===== config.mk =====
export PLATFORM = sky130hd
export DESIGN_NAME = sliding_window_builder
export DESIGN_NICKNAME = d
export VERILOG_FILES = /design/src/rtl/sliding_window_builder.sv
export SDC_FILE = /design/constraint.sdc
export NUM_CORES = 1
export LEC_CHECK = 0
export ABC_AREA = 1
export CAP_MARGIN = 20
export CORE_ASPECT_RATIO = 0.5
export CORE_UTILIZATION = 50
export DETAILED_ROUTE_END_ITERATION = 8
export PLACE_DENSITY = 0.91
export SYNTH_ARGS = -nofsm -noshare
export SYNTH_HDL_FRONTEND = slang
export SYNTH_SLANG_ARGS = --single-unit

===== constraint.sdc =====
create_clock -name clk_i -period 2.8 [get_ports clk_i]
set_input_delay 0.7 -clock clk_i [delete_from_list [all_inputs] [get_ports clk_i]]
set_output_delay 0.7 -clock clk_i [all_outputs]
set_load 0.005 [all_outputs]

===== src/rtl/sliding_window_builder.sv =====
// Sliding window builder: assembles a KernelWidth x KernelWidth window per channel from the
// current pixel plus line-delayed pixels, presenting only fully populated windows downstream.
module sliding_window_builder #(
  parameter int BufferWidth   = 8,
  parameter int KernelWidth   = 3,
  parameter int InputChannels = 2,
  parameter int LineWidth     = 8,
  parameter int FrameHeight   = 4
) (
  input  logic                                                                  clk_i,
  input  logic                                                                  rst_ni,
  input  logic [InputChannels-1:0][BufferWidth-1:0]                             data_i,
  input  logic [InputChannels-1:0][KernelWidth-2:0][BufferWidth-1:0]            rows_i,
  input  logic                                                                  valid_i,
  output logic                                                                  ready_o,
  output logic [InputChannels-1:0][KernelWidth-1:0][KernelWidth-1:0][BufferWidth-1:0] window_o,
  output logic                                                                  frame_last_o,
  output logic                                                                  valid_o,
  input  logic                                                                  ready_i
);

  localparam int ColW = (LineWidth > 1) ? $clog2(LineWidth) : 1;
  localparam int RowW = (FrameHeight > 1) ? $clog2(FrameHeight) : 1;

  localparam logic [ColW-1:0] ColLast  = ColW'(LineWidth - 1);
  localparam logic [RowW-1:0] RowLast  = RowW'(FrameHeight - 1);
  localparam logic [ColW-1:0] ColFirst = ColW'(KernelWidth - 1);
  localparam logic [RowW-1:0] RowFirst = RowW'(KernelWidth - 1);

  logic [InputChannels-1:0][KernelWidth-1:0][KernelWidth-1:0][BufferWidth-1:0] r_win;
  logic [ColW-1:0] r_col;
  logic [RowW-1:0] r_row;
  logic            r_valid;
  logic            r_last;

  logic w_in_fire;
  logic w_out_fire;
  logic w_col_last;
  logic w_row_last;
  logic w_win_ok;

  assign ready_o    = !r_valid || ready_i;
  assign w_in_fire  = valid_i && ready_o;
  assign w_out_fire = r_valid && ready_i;
  assign w_col_last = (r_col == ColLast);
  assign w_row_last = (r_row == RowLast);
  // Gating on both counters keeps stale line-buffer rows and line-spanning windows hidden.
  assign w_win_ok   = (r_col >= ColFirst) && (r_row >= RowFirst);

  // NOTE: the window is a small register bank, so it is reset along with the control state;
  // a reset clears window_o and guarantees nothing from an aborted frame is visible.
  always_ff @(posedge clk_i or negedge rst_ni) begin
    if (!rst_ni) begin
      r_win <= '0;
    end else if (w_in_fire) begin
      for (int ch = 0; ch < InputChannels; ch++) begin
        for (int c = 0; c < KernelWidth - 1; c++) begin
          for (int r = 0; r < KernelWidth; r++) begin
            r_win[ch][r][c] <= r_win[ch][r][c+1];
          end
        end
        r_win[ch][KernelWidth-1][KernelWidth-1] <= data_i[ch];
        for (int k = 0; k < KernelWidth - 1; k++) begin
          r_win[ch][KernelWidth-2-k][KernelWidth-1] <= rows_i[ch][k];
        end
      end
    end
  end

  // NOTE: sequential state uses non-blocking assignments so every register samples
  // the pre-edge values of the counters regardless of statement order.
  always_ff @(posedge clk_i or negedge rst_ni) begin
    if (!rst_ni) begin
      r_col <= '0;
      r_row <= '0;
    end else if (w_in_fire) begin
      r_col <= w_col_last ? '0 : r_col + ColW'(1);
      if (w_col_last) begin
        r_row <= w_row_last ? '0 : r_row + RowW'(1);
      end
    end
  end

  // A new beat always wins over draining the current one, giving no bubble on replacement.
  always_ff @(posedge clk_i or negedge rst_ni) begin
    if (!rst_ni) begin
      r_valid <= 1'b0;
      r_last  <= 1'b0;
    end else if (w_in_fire) begin
      r_valid <= w_win_ok;
      r_last  <= w_col_last && w_row_last;
    end else if (w_out_fire) begin
      r_valid <= 1'b0;
      r_last  <= 1'b0;
    end
  end

  assign window_o     = r_win;
  assign valid_o      = r_valid;
  assign frame_last_o = r_last;

endmodule


==> run metrics, run 1 <==
Synth area leader=dfrtp_1; relative slew slack=0.588; CP max-delay cell=clkdlybuf4s50_1; cts repair resizes=0; Net Sw Frac=0.308; fin nets=about 900; layout cell share with drive strength beyond 1=0.0512; Area contributors post-synth=dfrtp_1, nand2_1, nand3_1, buf_2, buf_4; Die Area=0.0126 mm2; outcome=completed; initial antenna violation count=0; aggregate global routing overflow=0; gr usage total=0.282; Seq cells post-synth=151; synthesized cell area=0.00606 mm2; CP Capture Type=output pin; Post-synth EDFFs=0; post-synthesis sequential area ratio=0.623; crit path launch type=input pin; HPWL Detailed=9850 um; WS Path Type=in2out; r2r startpoint=valid_o; CP Buf/Inv Count=3; Worst Path Required=2100 ps; Top FF cell, synth=dfrtp_1; Final Setup Violations=0; max-slew violations=0; H-tree lvl count=4; pwr/cell area=979 mW/mm2; Slew @ Worst Pin=around 600 ps; Final Skew=7.99 ps; sequential share of power=0.397; Port Buf Inserts=198; Clock Latency Late Sink=410 ps; synthesized area per cell=9.04 um2; cell row count=27; crit path DAT=1860 ps; Place WS=272 ps; Critical Path Max Stage Delay=510 ps; diode count=0; CTS root buf=clkbuf_16; Clock Tree Buf Depth=2; WL/cell=roughly 17 um; logic gate share of total power=0.322; Multi-input gate area=0.00200 mm2; post-synth top area share=0.623; # IOs=199; Max-Cap Viols=0; Layout area overhead=44.1%; postcts setup bufs=0; setup ws final=approximately 240 ps; post-route ant nets=0; reg-to-reg setup timing slack=1000 ps; cell-internal power=5920 uW; RD Place Congestion=between 0.8 and 0.9; Critical Path, Cell by Cell=clkdlybuf4s50_1 > inv_1 > nand2_4 > clkdlybuf4s50_1; placed standard-cell area=0.00812 mm2; Inserted Clock Buffers=17; 1st-iter DRT viols=694; die width=between 150 and 200 um; starting density of the core=0.533; Max Clk Rate=0.391 GHz; CTS tree=done; Total Power=8550 uW; cell with the most instances after synthesis=nand2_1; hold_buf cts=0; Chip Height=79.9 um; Cell variety after synth=15; largest net degree at the start of global routing=roughly 150; final setup TNS=0 ps; top post-synthesis cells by count=nand2_1, dfrtp_1, nand3_1; Critical R2R Capture=frame_last_o; vias in the first global route=5451; via count=roughly 5500; RSZ-0062 raised after global routing=no; Synth async-reset ratio=1.00; CTS Sinks=151; Static Leak=roughly 0.0044 uW; fin crit share=0.913; minimum clock period=2560 ps; first-pass GRT wire length=27300 um; register area=0.00378 mm2; Finished Cell Area=between 0.008 and 0.009 mm2; Reg2Reg Depth=5; CTS clock-pin slew for the worst setup and hold paths=60 ps; Post-Syn Nets=between 700 and 800; FILL cells=754; Clock power frac=0.281; # DRC=0; core region area=between 0.01 and 0.015 mm2; VDD IR max=around 0.52 mV; crit path max fanout=2; yosys warns=0; Pre-antenna DRT Iters=5; Net Switching=2630 uW; final wirelength=approximately 17000 um; Hold Vio Cnt, Final=0; top cell family by delay on the critical path=buffers and inverters; cells after synthesis=671; critical path's most frequent cell=clkdlybuf4s50_1; HP Class=in2async; vias per cell=5.39; Hold WS=231 ps
[cell usage in the layout (no fill, tap or decap)]
master and n:
nand4_1 2, or2_2 2, bufinv_16 4, o21ai_0 3, buf_6 1, clkbuf_8 1
clkbuf_1 1, buf_12 6, inv_1 6, nand3_1 148, nor2_1 2, clkbuf_16 17
clkinv_2 3, clkdlybuf4s50_1 196, inv_6 1, nand2_1 301, clkinvlp_4 3, dfrtp_1 151
nand2_4 2, buf_4 3, ha_1 5, clkinv_4 1
[cell type report]
cell class / instances / area share
sequential: 151 / 0.432
multi-input combinational: 465 / 0.229
timing repair buffer: 206 / 0.242
inverter: 6 / 0.00258
tap: 159 / 0.0228
clock inverter: 12 / 0.0200
clock buffer: 19 / 0.0507
[worst max path at each step]
stage	from	end	slack, ps	depth (start not counted)
final	ready_i	ready_o	240	4
after global placement	ready_i	ready_o	290	4
after floorplan	ready_i	ready_o	1090	3
after global routing	ready_i	ready_o	200	4
after CTS	ready_i	ready_o	240	4
after detailed placement	ready_i	ready_o	270	4
[power groups by stage]
stage | combinational [uW] | clock (uW) | sequential [uW]
floorplan | 971 | 0 | 3380
global placement | 2610 | 0 | 3360
detailed placement | 2700 | 0 | 3390
CTS | 2780 | 2440 | 3390
global route | 3000 | 2530 | 3480
finish | 2750 | 2400 | 3400
[routing by layer]
layer / vias to the layer above / GRT usage / part of all wire
li1: 2510 / - / -
met1: 2693 / 0.343 / 0.40
met2: 231 / 0.478 / 0.50
met3: 51 / 0.0592 / 0.053
met4: 0 / 0.147 / 0.040
met5: - / 0 / 0
[cell families after synthesis]
logic type      Yosys count  share of synthesized area
flops                   151                      0.623
simple gates            457                      0.316
fa+ha+maj                 5                     0.0103
buf+inv                  55                     0.0483
compound gates            3                    0.00248
[through the flow]
step	std cells	util
6_report	1018	0.767
5_1_grt	1018	0.767
4_1_cts	1018	0.767
3_5_place_dp	987	0.713
3_3_place_gp	987	0.713
2_1_floorplan	671	-
[state kept, by name (all words and copies together) (netlist names)]
| register | cells |
|---|---|
| frame_last_o | 1 |
| r_col | 3 |
| r_row | 2 |
| valid_o | 1 |
| window_o | 144 |
No activity file was read; power rests on OpenSTA's default activity.
==> run 2: changes to the inputs <==
--- a/config.mk
+++ b/config.mk
@@ -6,7 +6,7 @@
 export NUM_CORES = 1
 export LEC_CHECK = 0
 export ABC_AREA = 1
-export CAP_MARGIN = 20
+export CAP_MARGIN = 30
 export CORE_ASPECT_RATIO = 0.5
 export CORE_UTILIZATION = 50
 export DETAILED_ROUTE_END_ITERATION = 8
==> results of run 2 <==
Same layout as run 1: the final DEF is identical, and so are final timing and power.
==> run 3: changes to the inputs <==
--- a/config.mk
+++ b/config.mk
@@ -14,3 +14,4 @@
 export SYNTH_ARGS = -nofsm -noshare
 export SYNTH_HDL_FRONTEND = slang
 export SYNTH_SLANG_ARGS = --single-unit
+export TNS_END_PERCENT = 10
==> results of run 3 <==
Same layout as run 1: the final DEF is identical, and so are final timing and power.
